[src/rtl/mips_pkg.sv]
// rtl/mips_pkg.sv - shared word width, reset PC default, fetch FSM encoding and FIFO entry layout
// Contents: WORD_W, FIFO_ENTRY_W, RESET_PC_DEFAULT, fetch_state_e, fifo_entry_t,
//           next_pc() (+4 modulo 2^32), word_align() (clears the byte offset).
package mips_pkg;

  localparam int WORD_W       = 32;
  localparam int FIFO_ENTRY_W = 2 * WORD_W;

  localparam logic [WORD_W-1:0] RESET_PC_DEFAULT = 32'h0000_0000;

  typedef enum logic {
    BOOT = 1'b0,
    RUN  = 1'b1
  } fetch_state_e;

  // Entry layout: {pc_plus_4[63:32], instruction[31:0]}
  typedef struct packed {
    logic [WORD_W-1:0] pc_plus_4;
    logic [WORD_W-1:0] instruction;
  } fifo_entry_t;

  // Plain 32-bit add; 0xFFFF_FFFC + 4 wraps to 0 by truncation.
  function automatic logic [WORD_W-1:0] next_pc(input logic [WORD_W-1:0] pc);
    return pc + 32'd4;
  endfunction

  function automatic logic [WORD_W-1:0] word_align(input logic [WORD_W-1:0] addr);
    return {addr[WORD_W-1:2], 2'b00};
  endfunction

endpackage

[src/rtl/inst_fetch_unit_if.sv]
// rtl/inst_fetch_unit_if.sv - fetch unit bus bundle: instruction memory, redirect and decode handshakes
// master: the fetch unit (drives imem_req_valid/imem_addr and the id_* outputs)
// slave : the environment (memory, MEM-stage redirect source, decode stage)
interface inst_fetch_unit_if;
  import mips_pkg::*;

  logic              imem_req_valid;
  logic              imem_req_ready;
  logic [WORD_W-1:0] imem_addr;
  logic              imem_rsp_valid;
  logic [WORD_W-1:0] imem_rsp_data;
  logic              redirect_valid;
  logic [WORD_W-1:0] redirect_pc;
  logic              id_valid;
  logic              id_ready;
  logic [WORD_W-1:0] id_instruction;
  logic [WORD_W-1:0] id_pc_plus_4;

  modport master (
    output imem_req_valid, imem_addr, id_valid, id_instruction, id_pc_plus_4,
    input  imem_req_ready, imem_rsp_valid, imem_rsp_data, redirect_valid, redirect_pc, id_ready
  );

  modport slave (
    input  imem_req_valid, imem_addr, id_valid, id_instruction, id_pc_plus_4,
    output imem_req_ready, imem_rsp_valid, imem_rsp_data, redirect_valid, redirect_pc, id_ready
  );

endinterface

[src/rtl/fetch_fifo.sv]
// rtl/fetch_fifo.sv - prefetch buffer, power-of-two depth, no bypass, flush clears contents
// Ports: clk, rst (async active-high), i_push/i_push_data, i_pop, i_flush,
//        o_head_data (oldest entry), o_count (occupancy), o_full.
module fetch_fifo #(
  parameter  int WIDTH = 64,
  parameter  int DEPTH = 4,
  localparam int AW    = $clog2(DEPTH),
  localparam int CW    = $clog2(DEPTH + 1)
) (
  input  logic             clk,
  input  logic             rst,
  input  logic             i_push,
  input  logic [WIDTH-1:0] i_push_data,
  input  logic             i_pop,
  input  logic             i_flush,
  output logic [WIDTH-1:0] o_head_data,
  output logic [CW-1:0]    o_count,
  output logic             o_full
);

  logic [WIDTH-1:0] r_mem [DEPTH];
  logic [AW-1:0]    r_wr_ptr;
  logic [AW-1:0]    r_rd_ptr;
  logic [CW-1:0]    r_count;
  logic             w_do_push;
  logic             w_do_pop;

  assign o_full      = (r_count == CW'(DEPTH));
  assign o_count     = r_count;
  assign o_head_data = r_mem[r_rd_ptr];

  // Flush dominates; over/underflow attempts are dropped rather than corrupting the count.
  assign w_do_push = i_push & ~o_full & ~i_flush;
  assign w_do_pop  = i_pop & (r_count != '0) & ~i_flush;

  always_ff @(posedge clk) begin
    if (w_do_push) begin
      r_mem[r_wr_ptr] <= i_push_data;
    end
  end

  // Pointers wrap naturally because DEPTH is a power of two.
  always_ff @(posedge clk or posedge rst) begin
    if (rst) begin
      r_wr_ptr <= '0;
      r_rd_ptr <= '0;
      r_count  <= '0;
    end else if (i_flush) begin
      r_wr_ptr <= '0;
      r_rd_ptr <= '0;
      r_count  <= '0;
    end else begin
      if (w_do_push) r_wr_ptr <= r_wr_ptr + AW'(1);
      if (w_do_pop)  r_rd_ptr <= r_rd_ptr + AW'(1);
      r_count <= r_count + CW'(w_do_push) - CW'(w_do_pop);
    end
  end

endmodule

[src/rtl/inst_fetch_unit.sv]
// rtl/inst_fetch_unit.sv - credit-based instruction prefetcher with redirect squashing
// Parameters: RESET_PC (first fetch address), FIFO_DEPTH (2, 4 or 8).
// Ports: clk, rst (async active-high), bus (inst_fetch_unit_if.master):
//   imem_req_valid/imem_req_ready/imem_addr   - fetch request
//   imem_rsp_valid/imem_rsp_data              - in-order fetch response
//   redirect_valid/redirect_pc                - taken branch/jump from MEM
//   id_valid/id_ready/id_instruction/id_pc_plus_4 - decode-side stream
module inst_fetch_unit
  import mips_pkg::*;
#(
  parameter logic [WORD_W-1:0] RESET_PC   = RESET_PC_DEFAULT,
  parameter int                FIFO_DEPTH = 4
) (
  input  logic                clk,
  input  logic                rst,
  inst_fetch_unit_if.master   bus
);

  localparam int CW = $clog2(FIFO_DEPTH + 1);

  fetch_state_e      r_state;
  logic [WORD_W-1:0] r_fetch_pc;
  logic [WORD_W-1:0] r_rsp_pc;       // fetch address of the next response that will be kept
  logic [CW-1:0]     r_outstanding;  // accepted requests not yet answered (stale ones included)
  logic [CW-1:0]     r_discard;      // responses still owed to requests made before a redirect

  logic [CW-1:0]     w_fifo_count;
  logic              w_fifo_full;
  fifo_entry_t       w_head;
  fifo_entry_t       w_push_entry;
  logic [CW:0]       w_credit_used;
  logic              w_credit_ok;
  logic              w_req_valid;
  logic              w_req_fire;
  logic              w_rsp_take;
  logic              w_rsp_keep;
  logic              w_id_valid;
  logic              w_pop;
  logic [CW-1:0]     w_outstanding_next;

  // Every outstanding request owns a FIFO slot, so a response can never find the FIFO full.
  assign w_credit_used = {1'b0, w_fifo_count} + {1'b0, r_outstanding};
  assign w_credit_ok   = (w_credit_used < (CW+1)'(FIFO_DEPTH));

  assign w_req_valid = (r_state == RUN) & w_credit_ok & ~bus.redirect_valid;
  assign w_req_fire  = w_req_valid & bus.imem_req_ready;

  // A response with nothing outstanding is spurious and ignored so counters cannot underflow.
  assign w_rsp_take = bus.imem_rsp_valid & (r_outstanding != '0);
  assign w_rsp_keep = w_rsp_take & ~bus.redirect_valid & (r_discard == '0);

  assign w_id_valid = (w_fifo_count != '0);
  assign w_pop      = w_id_valid & bus.id_ready & ~bus.redirect_valid;

  assign w_outstanding_next = r_outstanding + CW'(w_req_fire) - CW'(w_rsp_take);

  always_comb begin
    w_push_entry             = '0;
    w_push_entry.pc_plus_4   = next_pc(r_rsp_pc);
    w_push_entry.instruction = bus.imem_rsp_data;
  end

  fetch_fifo #(
    .WIDTH (FIFO_ENTRY_W),
    .DEPTH (FIFO_DEPTH)
  ) u_fifo (
    .clk         (clk),
    .rst         (rst),
    .i_push      (w_rsp_keep & ~w_fifo_full),
    .i_push_data (w_push_entry),
    .i_pop       (w_pop),
    .i_flush     (bus.redirect_valid),
    .o_head_data (w_head),
    .o_count     (w_fifo_count),
    .o_full      (w_fifo_full)
  );

  always_ff @(posedge clk or posedge rst) begin
    if (rst) begin
      r_state       <= BOOT;
      r_fetch_pc    <= RESET_PC;
      r_rsp_pc      <= RESET_PC;
      r_outstanding <= '0;
      r_discard     <= '0;
    end else begin
      case (r_state)
        BOOT: r_state <= RUN;
        RUN:  r_state <= RUN;
      endcase

      r_outstanding <= w_outstanding_next;

      if (bus.redirect_valid) begin
        // Everything still in flight after this edge belongs to the old path.
        r_fetch_pc <= word_align(bus.redirect_pc);
        r_rsp_pc   <= word_align(bus.redirect_pc);
        r_discard  <= w_outstanding_next;
      end else begin
        if (w_req_fire) r_fetch_pc <= next_pc(r_fetch_pc);
        if (w_rsp_keep) r_rsp_pc   <= next_pc(r_rsp_pc);
        if (w_rsp_take && (r_discard != '0)) r_discard <= r_discard - CW'(1);
      end
    end
  end

  assign bus.imem_req_valid = w_req_valid;
  assign bus.imem_addr      = r_fetch_pc;
  assign bus.id_valid       = w_id_valid;
  // Gated so the data outputs read 0 whenever nothing valid is presented, including in reset.
  assign bus.id_instruction = w_id_valid ? w_head.instruction : '0;
  assign bus.id_pc_plus_4   = w_id_valid ? w_head.pc_plus_4   : '0;

endmodule

[src/flat_wrapper.sv]
// flat-port wrapper written by rule: the top's interface ports become plain ports
module inst_fetch_unit_flat import mips_pkg::*;
#(
  parameter logic [WORD_W-1:0] RESET_PC   = RESET_PC_DEFAULT,
  parameter int                FIFO_DEPTH = 4
)
  (clk, rst, bus_imem_req_valid, bus_imem_addr, bus_id_valid, bus_id_instruction, bus_id_pc_plus_4, bus_imem_req_ready, bus_imem_rsp_valid, bus_imem_rsp_data, bus_redirect_valid, bus_redirect_pc, bus_id_ready);
  inst_fetch_unit_if bus_i ();
  input  logic clk;
  input  logic rst;
  output wire logic [$bits(bus_i.imem_req_valid)-1:0] bus_imem_req_valid;
  output wire logic [$bits(bus_i.imem_addr)-1:0] bus_imem_addr;
  output wire logic [$bits(bus_i.id_valid)-1:0] bus_id_valid;
  output wire logic [$bits(bus_i.id_instruction)-1:0] bus_id_instruction;
  output wire logic [$bits(bus_i.id_pc_plus_4)-1:0] bus_id_pc_plus_4;
  input wire logic [$bits(bus_i.imem_req_ready)-1:0] bus_imem_req_ready;
  input wire logic [$bits(bus_i.imem_rsp_valid)-1:0] bus_imem_rsp_valid;
  input wire logic [$bits(bus_i.imem_rsp_data)-1:0] bus_imem_rsp_data;
  input wire logic [$bits(bus_i.redirect_valid)-1:0] bus_redirect_valid;
  input wire logic [$bits(bus_i.redirect_pc)-1:0] bus_redirect_pc;
  input wire logic [$bits(bus_i.id_ready)-1:0] bus_id_ready;
  assign bus_imem_req_valid = bus_i.imem_req_valid;
  assign bus_imem_addr = bus_i.imem_addr;
  assign bus_id_valid = bus_i.id_valid;
  assign bus_id_instruction = bus_i.id_instruction;
  assign bus_id_pc_plus_4 = bus_i.id_pc_plus_4;
  assign bus_i.imem_req_ready = bus_imem_req_ready;
  assign bus_i.imem_rsp_valid = bus_imem_rsp_valid;
  assign bus_i.imem_rsp_data = bus_imem_rsp_data;
  assign bus_i.redirect_valid = bus_redirect_valid;
  assign bus_i.redirect_pc = bus_redirect_pc;
  assign bus_i.id_ready = bus_id_ready;
  inst_fetch_unit #(.RESET_PC(RESET_PC), .FIFO_DEPTH(FIFO_DEPTH)) u_core (.clk(clk), .rst(rst), .bus(bus_i));
endmodule
[config.mk]
export PLATFORM = sky130hd
export DESIGN_NAME = inst_fetch_unit_flat
export DESIGN_NICKNAME = d
export VERILOG_FILES = /design/src/rtl/mips_pkg.sv /design/src/rtl/inst_fetch_unit_if.sv /design/src/rtl/fetch_fifo.sv /design/src/rtl/inst_fetch_unit.sv /design/src/flat_wrapper.sv
export SDC_FILE = /design/constraint.sdc
export NUM_CORES = 1
export LEC_CHECK = 0
export CAP_MARGIN = 20
export CORE_UTILIZATION = 52
export CTS_BUF_LIST = sky130_fd_sc_hd__clkbuf_4
export DETAILED_ROUTE_END_ITERATION = 12
export MAX_ROUTING_LAYER = met4
export PLACE_DENSITY_LB_ADDON = 0.12
export SLEW_MARGIN = 15
export SYNTH_ARGS = -nofsm -noshare
export SYNTH_HDL_FRONTEND = slang
export SYNTH_SLANG_ARGS = --single-unit
[constraint.sdc]
create_clock -name clk -period 3.6 [get_ports clk]
set_clock_uncertainty 0.1 [all_clocks]
set_input_delay 0.9 -clock clk [delete_from_list [all_inputs] [get_ports clk]]
set_output_delay 0.9 -clock clk [all_outputs]
set_load 0.05 [all_outputs]
* Word-level counts from Yosys, hierarchy flattened
Memories as Yosys holds them, arrays and structs flattened.
Cells that the tools add are included.
** Operators by class
- Reductions and logical operators :: 10
- Order comparisons :: 1
- $add $sub $neg :: 10
- Bitwise gates (word level) :: 15
- Mux-type cells :: 15
- Equality and inequality tests :: 1
** Operators with widths (count)
- 2-to-1 mux 32 bit :: 6
- adder 32 x 3 -> 32 bit (second input constant) :: 2
- bitwise AND 1 bit :: 13
- nonzero test 2 bit :: 5
- 2-to-1 mux 3 bit :: 3
- nonzero test 3 bit :: 3
- 2-to-1 mux 2 bit :: 4
- adder 3 x 1 -> 3 bit :: 2
- subtractor 3 x 1 -> 3 bit :: 2
- adder 2 x 1 -> 2 bit (second input constant) :: 2
- adder 3 x 3 -> 4 bit :: 1
- less-than comparator 4 x 3 -> 1 bit (second input constant) :: 1
- == test 3 bit (second input constant) :: 1
- zero test 3 bit :: 1
- subtractor 3 x 1 -> 3 bit (second input constant) :: 1
- 2-to-1 mux 1 bit :: 2
- NOT 1 bit :: 2
- logical AND 1 bit :: 1
** Storage, ports and cells
- Logic and storage cells :: 61
- Bits in writable memories :: 256
- Memories :: 1
- Bits in registers :: 78
- Input port bits :: 70
** Memory list
- u_core.u_fifo.r_mem :: words 4, bits a word 64, read ports 1, clocked after memory_dff 0, write ports 1, RTL line fetch_fifo.sv:21 : logic [WIDTH-1:0] r_mem [DEPTH];

* Longest topological paths before layout
Gate-level depths: netlist (run 1).
- Depth in word-level cells :: 10
- Depth in mapped cells :: 14

* Cells and area by module
Synthesis (run 1) repeated with hierarchy kept, for this count alone.
** Second synthesis, totals
- Cell total of the unflattened synthesis :: 927
- Area, all modules :: 14305.0 um^2
** Modules (own cells, without submodules)
- fetch_fifo :: times used 1, seq. area each 7862.5 um^2, area each 9695.5 um^2, cells an instance 381
- inst_fetch_unit :: times used 1, seq. area each 1676.6 um^2, area each 4609.4 um^2, cells an instance 546

* Least setup slack after synthesis (run 1)
Ideal clock, no wire load.
- Path kind :: input to register
- Start point :: input port bus_imem_rsp_valid
- End point :: memory u_core.u_fifo.r_mem[0][0], enable pin
- Buffers on the path :: 1
- Arrival time :: 3.456 ns
- Data required time :: 3.074 ns
- Path slack :: -0.382 ns
- Stages on the path :: 5
- Path through :: nand3b_1 -> or2_2 -> clkbuf_1 -> a211oi_1 -> and2_1
** Between the ends
- Cells in the longest elaborated chain, start to end :: 8
** RTL lines
- from (decl) :: RTL line flat_wrapper.sv:17 : input wire logic [$bits(bus_i.imem_rsp_valid)-1:0] bus_imem_rsp_valid;
- bitwise AND 1 bit :: RTL line inst_fetch_unit.sv:49 : assign w_rsp_take = bus.imem_rsp_valid & (r_outstanding != '0);
- bitwise AND 1 bit (2 in series) :: RTL line inst_fetch_unit.sv:50 : assign w_rsp_keep = w_rsp_take & ~bus.redirect_valid & (r_discard == '0);
- bitwise AND 1 bit :: RTL line inst_fetch_unit.sv:69 : .i_push (w_rsp_keep & ~w_fifo_full),
- bitwise AND 1 bit (2 in series) :: RTL line fetch_fifo.sv:33 : assign w_do_push = i_push & ~o_full & ~i_flush;
- 2-to-1 mux 1 bit :: RTL line fetch_fifo.sv:37 : if (w_do_push) begin
- 2-to-1 mux 1 bit (not written as such) :: RTL line fetch_fifo.sv:38 : r_mem[r_wr_ptr] <= i_push_data;
- to (decl) :: RTL line fetch_fifo.sv:21
No other way between the ends.

* Worst setup path after layout (run 1)
- Start point :: register u_core.u_fifo.r_count[1] (netlist: u_core.u_fifo.o_count[1])
- End point :: output port bus_id_valid
** Between the ends
- Cells in the longest elaborated chain, start to end :: 1
** RTL lines
- from (decl) :: RTL line fetch_fifo.sv:24 : logic [CW-1:0] r_count;
- from (signal assigned) :: RTL line fetch_fifo.sv:55 : r_count <= r_count + CW'(w_do_push) - CW'(w_do_pop);
- nonzero test 3 bit :: RTL line inst_fetch_unit.sv:52 : assign w_id_valid = (w_fifo_count != '0);
- to (decl) :: RTL line flat_wrapper.sv:13 : output wire logic [$bits(bus_i.id_valid)-1:0] bus_id_valid;
No other way between the ends.

==> results by group, run 1 <==
CTS
  – Clk slew on worst S/H paths: 0.07 ns
  – Clk buf depth: 3
  – Clock Tree Root: clkbuf_4
  – Clk sinks: about 320
  – Total CTS buffers: 81
  – H-Tree Depth: 3
  – Clk_lat worst skew: 0.67 ns
  – CTS tree: built

Die
  – Top-Level Pins: 168
  – Initial Util: 53.5%
  – Die height: 167 microns
  – Number of cell rows: 59
  – Core Box Area: 26400 sq um
  – Die Area: 27800 sq um
  – Die width: 167 microns

Logic synthesis
  – Synthesized flop and latch total: 322
  – Synth async-reset ratio: 23.0%
  – Yosys warns: 0
  – EDFF count, synth: 248
  – Post-synthesis cell count: 896
  – Main synth FF type: edfxtp_1
  – Sequential share of the synthesized area: between 60% and 70%
  – Netlist cell types: 55
  – Mean area per synthesized cell: between 15 and 20 sq um
  – Synth Cell Area: about 14000 sq um

Routing
  – DRC: 0
  – Final WL: 28300 microns
  – DR vias: 8288
  – Pre-antenna DRT Iters: 4
  – Vias/cell: roughly 5.4
  – Initial drt markers: 508
  – Avg WL per Cell: about 18 microns
  – Final ANT Viol Nets: 0

Timing
  – Final Max Tran Viols: 0
  – Minimum clock period: 3.45 ns
  – Setup TNS: 0 ns
  – Hold Vio Cnt, Final: 0
  – RSZ-0062 raised after global routing: no
  – Tightest Pin Transition: 0.728 ns
  – Final setup violation count: 0
  – Fmax: 290 MHz
  – Slew HR: 51.0%
  – Final period util: 95.9%

GRT
  – Antenna violations before repair: 1
  – Total GRT Usage: 21.6%
  – Global-route wire length before repair: between 40000 and 50000 microns
  – Vias in the first global route: 8514
  – Largest net degree at the start of global routing: 55
  – Grt ovf: 0

Placed design
  – Post-DP HPWL: ~18000 microns
  – Routability cong.: 0.811
  – I/O Buffers: approximately 160

Power and ir drop
  – Power Density: 686 nW/um^2
  – Final Power: 11.9 mW
  – VDD IR max: 323 uV
  – Lkg Pwr: 6.21 nW

Worst setup path
  – Critical Path Sink Type: output port
  – Worst Path Max Fanout: 27
  – Worst R2R Path Depth: 11
  – Startpoint Class: register
  – Crit path kind: reg -> out
  – Worst Path Required: 2.60 ns
  – Arrival time worst endpoint: 2.45 ns

Finish
  – FF/Latch Area: 9300 sq um
  – Layout cell share with drive strength beyond 1: around 28%
  – Fillers: between 1500 and 2000
  – Nets: 1219
  – Area grow syn2layout: 22.6%
  – Area taken by multi-input logic gates: 4510 sq um

Status
  – Status: finished, final reports clean

Hold path
  – Hold crit path type: in -> async

Run
  – MaxCap Viol Count: 0
## power by group
group          total, mW  switching [mW]  leakage [nW]  internal, mW
registers           4.46           0.204          3.10          4.25
clock network       3.04            1.42         0.626          1.62
logic               4.37            2.77          2.48          1.60
## routing by layer
layer  GRT usage (%)  share of wire [%]  vias to the layer above
met1            28.9                 46                     4086
met5               -                  0                        -
met3            3.92                4.7                       31
met2            33.9                 48                      235
met4            6.80                1.2                        0
li1                -                  -                     3936
## synth_stat cells (9+ instances only)
master    count  area share (%)
edfxtp_1    248              53
dfrtp_1      74              13
and2_1       69             3.1
mux4_2       62             9.9
xnor2_1      51             3.2
nand2_1      34            0.91
nor2_1       34            0.91
mux2_2       32             2.6
nand3_1      32             1.1
clkbuf_1     30            0.80
inv_1        27            0.72
xor2_1       27             1.7
nand4_1      21            0.93
o21ai_0      17            0.60
ha_1         14             1.2
a31oi_1      11            0.49
nor3_1       11            0.39
nor4_1       11            0.49
buf_2        10            0.35
and3_1        9            0.40
## metrics by stage
step	hold WS (ns)	setup slack [ns]	instance area, sq um	instances	utilization [%]
after global placement	0.439	0.0890	16200	1383	61.4
final	0.460	0.147	17300	1534	65.6
after CTS	0.423	-0.0388	17200	1531	65.4
after global routing	0.477	0.0285	17300	1534	65.6
after detailed placement	0.448	0.0757	16200	1383	61.4
after floorplan	0.391	0.270	14100	899	-
## critical path, stage by stage, from the launching register on
cell	delay, ns
dfrtp_1	0.45
or3_4	0.56
clkdlybuf4s50_1	0.76
## sequential cells by signal, indices dropped and copies added (netlist names)
signal and count:
u_core.u_fifo.r_mem 248, u_core.bus.imem_addr 30, u_core.r_rsp_pc 30, u_core.r_discard 3, u_core.r_outstanding 3, u_core.u_fifo.o_count 3, u_core.u_fifo.r_rd_ptr 2, u_core.u_fifo.r_wr_ptr 2
u_core.r_state 1
## path summary, 6_finish.rpt
kind | endpoint | slack, ns | startpoint
setup / recovery | bus_id_valid | 0.15 | u_core.u_fifo.o_count[1]$_DFF_PP0_
hold / removal | u_core.u_fifo.o_count[1]$_DFF_PP0_ | 0.46 | rst
setup reg to reg | u_core.u_fifo.o_count[2]$_DFF_PP0_ | 0.80 | u_core.u_fifo.o_count[1]$_DFF_PP0_
hold reg to reg | u_core.u_fifo.r_wr_ptr[0]$_DFFE_PP0P_ | 0.46 | u_core.u_fifo.r_wr_ptr[0]$_DFFE_PP0P_
max in group asynchronous | u_core.u_fifo.r_rd_ptr[0]$_DFFE_PP0P_ | 2.29 | rst
min in group clk | u_core.u_fifo.r_wr_ptr[0]$_DFFE_PP0P_ | 0.46 | u_core.u_fifo.r_wr_ptr[0]$_DFFE_PP0P_
## what timing repair did
item                       CTS  global route
setup endpoints to repair   57            32
setup buffers                0             2
hold buffers                 0             0
gates resized for setup     13             1
## placed cells by master, fill, tap and decap left out, types with 5 or more instances in the layout
cell / count
edfxtp_1: 248
clkbuf_4: 120
clkdlybuf4s50_1: 98
buf_4: 77
dfrtp_1: 72
and2_1: 65
mux4_2: 62
xnor2_1: 51
nor2_1: 34
nand2_1: 34
mux2_2: 32
nand3_1: 32
xor2_1: 27
inv_1: 25
nand4_1: 21
clkinv_1: 21
o21ai_0: 17
ha_1: 14
nor4_1: 11
a31oi_1: 11
nor3_1: 11
buf_12: 11
dlygate4sd2_1: 10
and3_1: 9
or3_1: 6
and4_1: 6
a21oi_1: 5
conb_1: 5
## kinds of logic after synthesis
kind of cell	after synthesis	share of synthesized area, %
buffers and inverters	75	2.25
multiplexers	95	12.5
adder cells (fa/ha/maj)	16	1.53
AO/OA/AOI/OAI	52	2.36
AND/OR/NAND/NOR	256	10.5
flip-flops	322	66.0
XOR/XNOR	78	4.85
other	2	0.0533
## cell type report
cell class	instances	share of cell area (%)
clock buffers	120	5.21
multi-input cells	502	26.1
diodes	1	0.0145
inverters	28	0.608
clock inverters	28	0.912
repair buffers	198	11.0
well taps	335	2.42
flip-flops and latches	322	53.8
Power figures use the tool's default switching activity.
==> inputs of run 2 (changes only) <==
--- a/config.mk
+++ b/config.mk
@@ -6,7 +6,7 @@
 export NUM_CORES = 1
 export LEC_CHECK = 0
 export CAP_MARGIN = 20
-export CORE_UTILIZATION = 52
+export CORE_UTILIZATION = 35
 export CTS_BUF_LIST = sky130_fd_sc_hd__clkbuf_4
 export DETAILED_ROUTE_END_ITERATION = 12
 export MAX_ROUTING_LAYER = met4
==> run 2 against run 1 <==
Net effect:
- utilization down 21 points
- setup slack worse by 0.015 ns
- global-route usage decreased by 4.5 points
- total power is 3.7% higher
- fmax shrank 0.42%
- clock power rose by 11%
- critical path depth rose by 2
- critical path type unchanged
- critical endpoint is now bus_id_pc_plus_4[16]
==> results by group, run 2 (synthesis gave the netlist of run 1 again) <==
Status
  – Status: finished, final reports clean (unchanged)

GRT
  – Total GRT Usage: 17.1% (was 21.6%)
  – Largest net degree at the start of global routing: 51 (was 55)
  – Antenna violations before repair: 2 (was 1)
  – Grt ovf: 0 (unchanged)
  – Global-route wire length before repair: 51500 microns (was 45000 microns)
  – Vias in the first global route: 8966 (was 8514)

Timing
  – Final Max Tran Viols: 0 (unchanged)
  – RSZ-0062 raised after global routing: yes (was no)
  – Final period util: 96.3% (was 95.9%)
  – Tightest Pin Transition: 0.737 ns (was 0.728 ns)
  – Fmax: 288 MHz (was 290 MHz)
  – Hold Vio Cnt, Final: 0 (unchanged)
  – Final setup violation count: 0 (unchanged)
  – Minimum clock period: 3.47 ns (was 3.45 ns)
  – Slew HR: 50.4% (was 51.0%)

Placed design
  – Routability cong.: 0.768 (was 0.811)
  – I/O Buffers: 161 (unchanged)
  – Placed cells: 1573 (was 1383)
  – Post-DP HPWL: 21200 microns (was 18300 microns)

Routing
  – Final ANT Viol Nets: 0 (unchanged)
  – DR vias: 8370 (was 8288)
  – WL met3: 1470 microns (was 1320 microns)
  – Met1 Wirelength: 14800 microns (was 12900 microns)
  – DRC: 0 (unchanged)
  – Final WL: 32900 microns (was 28300 microns)
  – Metal2 WL: 16100 microns (was 13700 microns)
  – Pre-antenna DRT Iters: 6 (was 4)
  – Initial drt markers: 293 (was 508)
  – Top Metal Used: met4 (unchanged)
  – Avg WL per Cell: 18.9 microns (was 18.4 microns)
  – Vias/cell: 4.81 (was 5.40)

Finish
  – Fillers: 3634 (was 1922)
  – Most frequent cells in the layout: edfxtp_1 (248), clkbuf_4 (141), clkdlybuf4s50_1 (97), dfrtp_1 (72), buf_4 (68) (was edfxtp_1 (248), clkbuf_4 (120), clkdlybuf4s50_1 (98), buf_4 (77), dfrtp_1 (72))
  – Max reg flops: 248 (unchanged)
  – Commonest non-fill, non-tap cell in the layout: edfxtp_1 (unchanged)
  – Nets: 1231 (was 1219)
  – Area grow syn2layout: 25.6% (was 22.6%)
  – Layout cell share with drive strength beyond 1: 30.2% (was 27.8%)
  – Top reg by flops: u_core.u_fifo.r_mem (unchanged)
  – Fin cells: 1741 (was 1534)

Power and ir drop
  – Net Sw Frac: 37.0% (was 37.1%)
  – Clock group share of total power: 27.3% (was 25.6%)
  – Lkg Pwr: 6.31 nW (was 6.21 nW)
  – Combinational share of power: 36.5% (was 36.9%)
  – P_int: 7.76 mW (was 7.47 mW)
  – VDD IR max: 347 uV (was 323 uV)
  – Final Power: 12.3 mW (was 11.9 mW)
  – P_sw: 4.55 mW (was 4.40 mW)
  – Power Density: 695 nW/um^2 (was 686 nW/um^2)
  – Power share of the sequential group: 36.2% (was 37.5%)

Worst setup path
  – Worst Path Required: 2.60 ns (about the same)
  – Worst Path Max Fanout: 16 (was 27)
  – Reg2Reg Setup Slack: 0.82 ns (was 0.80 ns)
  – Arrival time worst endpoint: 2.47 ns (was 2.45 ns)
  – Crit path kind: reg -> out (unchanged)
  – Critical Path Sink Type: output port (unchanged)
  – Startpoint Class: register (unchanged)

CTS
  – Clock Tree Root: clkbuf_4 (unchanged)
  – Clk sinks: 322 (unchanged)
  – Post-CTS Hold Buffers: 0 (unchanged)
  – H-Tree Depth: 3 (unchanged)
  – CTS tree: built (unchanged)
  – Total CTS buffers: 90 (was 81)
  – Clk_lat worst skew: 0.75 ns (was 0.67 ns)
  – Clk slew on worst S/H paths: 0.06 ns (was 0.07 ns)
  – Clk buf depth: 3 (unchanged)

Die
  – Die height: 203 microns (was 167 microns)
  – Top-Level Pins: 168 (unchanged)
  – Die width: 203 microns (was 167 microns)
  – Die Area: 41100 sq um (was 27800 sq um)
  – Number of cell rows: 73 (was 59)
  – Initial Util: 35.5% (was 53.5%)
  – Core Box Area: 39700 sq um (was 26400 sq um)

Hold path
  – Hold crit path type: reg -> reg (was in -> async)

Run
  – MaxCap Viol Count: 0 (unchanged)
-- run 2: power by group through the flow --
stage | clock [mW] | sequential, mW | combinational, mW
3_3_place_gp | 0 | 4.51 | 4.49
4_1_cts | 3.51 | 4.45 | 4.61
2_1_floorplan | 0 | 4.58 | 2.97
5_1_grt | 3.70 | 4.48 | 4.81
3_5_place_dp | 0 | 4.52 | 4.52
6_report | 3.36 | 4.45 | 4.49
-- run 2: final cells by class --
class,count,area (sq um),area share (%)
diodes,1,2.50,0.0141
repair buffers,201,1950,11.0
flip-flops and latches,322,9300,52.5
multi-input cells,502,4510,25.4
inverters,28,105,0.594
well taps,525,657,3.71
clock buffers,141,1060,5.98
clock inverters,21,121,0.685
-- run 2: metal layers --
layer	vias to the layer above	track usage, %
met3	49	3.87
li1	3971	-
met1	4131	21.4
met4	0	6.12
met2	219	27.2
met5	-	-
-- run 2: through the flow --
step	setup slack (ns)	hold WS, ns	utilization [%]	area, sq um	TNS, ns
2_1_floorplan	0.270	0.391	-	14100	0
4_1_cts	-0.0459	0.428	44.6	17700	-0.0654
6_report	0.132	0.440	44.6	17700	0
5_1_grt	-0.000334	0.498	44.6	17700	-0.000334
3_3_place_gp	0.0463	0.433	41.5	16500	0
3_5_place_dp	0.0491	0.433	41.5	16500	0
-- run 2: final timing paths --
kind                                                  startpoint                                    end  cells after the start
min reg2reg                u_core.u_fifo.r_wr_ptr[0]$_DFFE_PP0P_  u_core.u_fifo.r_wr_ptr[0]$_DFFE_PP0P_                      1
min in group asynchronous                                    rst        u_core.r_discard[0]$_DFFE_PP0P_                      3
max                        u_core.u_fifo.r_rd_ptr[0]$_DFFE_PP0P_                   bus_id_pc_plus_4[16]                      4
min                        u_core.u_fifo.r_wr_ptr[0]$_DFFE_PP0P_  u_core.u_fifo.r_wr_ptr[0]$_DFFE_PP0P_                      1
max reg2reg                      u_core.r_discard[0]$_DFFE_PP0P_     u_core.u_fifo.o_count[2]$_DFF_PP0_                     13
max in group asynchronous                                    rst        u_core.r_rsp_pc[27]$_DFFE_PP0N_                      3
-- run 2: worst max-delay path, stage by stage (launching register included) --
cell,delay (ns)
dfrtp_4,0.47
bufbuf_16,0.35
mux4_2,0.56
and2_1,0.18
buf_4,0.18
-- run 2: repair_timing --
action,in CTS,in global routing
cloned,3,0
gates resized for setup,109,2
buffers inserted,2,0
setup endpoints to repair,62,2
==> patch (flow settings as in run 2) <==
Reset style: synchronous (`rst`), changed in 2 clocked blocks. Comments in the files are not updated.
--- a/src/rtl/fetch_fifo.sv
+++ b/src/rtl/fetch_fifo.sv
@@ -42,3 +42,3 @@
   // Pointers wrap naturally because DEPTH is a power of two.
-  always_ff @(posedge clk or posedge rst) begin
+  always_ff @(posedge clk) begin
     if (rst) begin
--- a/src/rtl/inst_fetch_unit.sv
+++ b/src/rtl/inst_fetch_unit.sv
@@ -77,3 +77,3 @@
 
-  always_ff @(posedge clk or posedge rst) begin
+  always_ff @(posedge clk) begin
     if (rst) begin
Behaviour: differs if rst is asserted again (counterexample within 4 cycles, from zero or initial values and one cycle with rst high); with rst held inactive, the same outputs for 4 cycles.
==> patch against run 2 <==
Wire length is 0.50% lower. Synthesized cell count is 8.5% higher. Die area is 0.58% lower. Maximum frequency is 0.30% higher. Worst setup slack better by 0.010 ns. Critical path depth is 1 higher. Hold slack worse by 0.022 ns. Design area is 1.3% lower. Area after synthesis is 0.59% lower. Sequential cell count is 2 higher.
Power is not compared: it rests on default switching activity, and its combinational part moved more than twofold at a synthesized area within 25%.
==> patch: results (changes against run 2) <==
| Metric | Value |
|---|---|
| Share of layout cells above drive strength 1 | `24.7% (-5.5 points)` |
| Setup slack, reg-to-reg | `0.89 ns (+0.07 ns)` |
| Final WL | `32.8 mm (-0.50%)` |
| Hold path endpoint | `u_core.r_rsp_pc[3]` |
| Hold Slack | `0.417 ns (-0.0225 ns)` |
| Nets@finish | `1301 (+5.7%)` |
| Hold path cells | `2 (+1)` |
| All-layer global routing usage | `16.8% (-0.27 points)` |
| Min-delay src | `u_core.r_rsp_pc[3]` |
| DP Cell Count | `1638 (+4.1%)` |
| Register-to-Register Path Depth | `14 (+1)` |
| Post-CTS Resized | `38 (-65%)` |
| GRT met2 Usage | `25.6% (-1.6 points)` |
| Asr flop ratio synth | `0% (-23 points)` |
| Finished Layout Cells | `1803 (+3.6%)` |
| Post-CTS Setup Bufs | `4 (+2)` |
| First-pass GRT wire length | `51.5 mm (about the same)` |
| Worst-path maximum fanout | `10 (-6)` |
| Setup WS pre-CTS | `0.00232 ns (-0.0468 ns)` |
| Global Route met3 Usage | `3.98% (+0.11 points)` |
| Top cells by area, synth | `edfxtp_1 (53%), dfxtp_1 (11%), mux4_2 (10%), nor2b_1 (3.0%), xor2_1 (2.4%)` |
| GPL Wtd Cong | `0.831 (+8.3%)` |
| Metal-1 WL | `15.3 mm (+3.5%)` |
| DP Area | `0.0164 mm² (-0.66%)` |
| Cts bufs inserted | `89 (-1.1%)` |
| CP endpoint | `bus_id_pc_plus_4[18]` |
| R2R Path End | `u_core.u_fifo.o_count[2]` |
| Mean Syn Cell Area | `14.4 µm² (-8.4%)` |
| Vias post-DR | `8868 (+5.9%)` |
| Kind of cell adding the most delay to the critical path | `buffers and inverters` |
| Largest net degree at the start of global routing | `64 (+25%)` |
| Synth cell count leaders | `edfxtp_1 (248), dfxtp_1 (76), nor2b_1 (67), nand2_1 (64), mux4_2 (62)` |
| RR Startpoint | `u_core.r_discard[0]` |
| Detailed router's first-iteration violation count | `387 (+32%)` |
| Met2 WL | `15.2 mm (-5.1%)` |
| Top sig layer | `met4` |
| Met1 Track Usage GR | `22.0% (+0.56 points)` |
| Vias in the first global route | `9230 (+2.9%)` |
| DR WL met3 | `1.57 mm (+6.6%)` |
| Post-synthesis cell type count | `58 (+5.5%)` |
| FILL cells | `3691 (+1.6%)` |
| Final instance area | `0.0175 mm² (-1.3%)` |
| Outcome | `complete, no violations` |
| Sequential fraction of the synthesis area | `64.0% (-2.0 points)` |
| Tcrit/Tclk final | `96.0% (-0.29 points)` |
| Critical path's largest stage delay | `0.48 ns (-0.08 ns)` |
| First-pass DRT Iterations | `4 (-2)` |
## patch: cell types whose count changed after synthesis, sizes merged, moves of 21 or more
cell | run 2 | this run
and2 | 69 | 9
dfrtp | 74 | 0
dfxtp | 0 | 76
mux2 | 32 | 5
nand2 | 34 | 65
nor2b | 2 | 67
xnor2 | 51 | 30
## patch: final cells by class
cell class	count	area share (%)
Clock buffer	130	5.58
Antenna cell	2	0.0286
Tap cell	518	3.71
Clock inverter	29	0.773
Multi-Input combinational cell	575	27.2
Timing Repair Buffer	204	11.0
Inverter	21	0.451
Sequential cell	324	51.3
## patch: cell families (layout without fill, tap and decap cells)
logic type      Yosys count  count (layout)  share of synthesized area (%)
compound gates          101             101                           4.87
xor+xnor                 69              69                           4.31
fa+ha+maj                16              16                           1.54
buf+inv                  76             384                           2.29
flops                   324             324                           64.0
mux                      72              72                           10.7
other cells               1               6                         0.0268
simple gates            313             313                           12.3
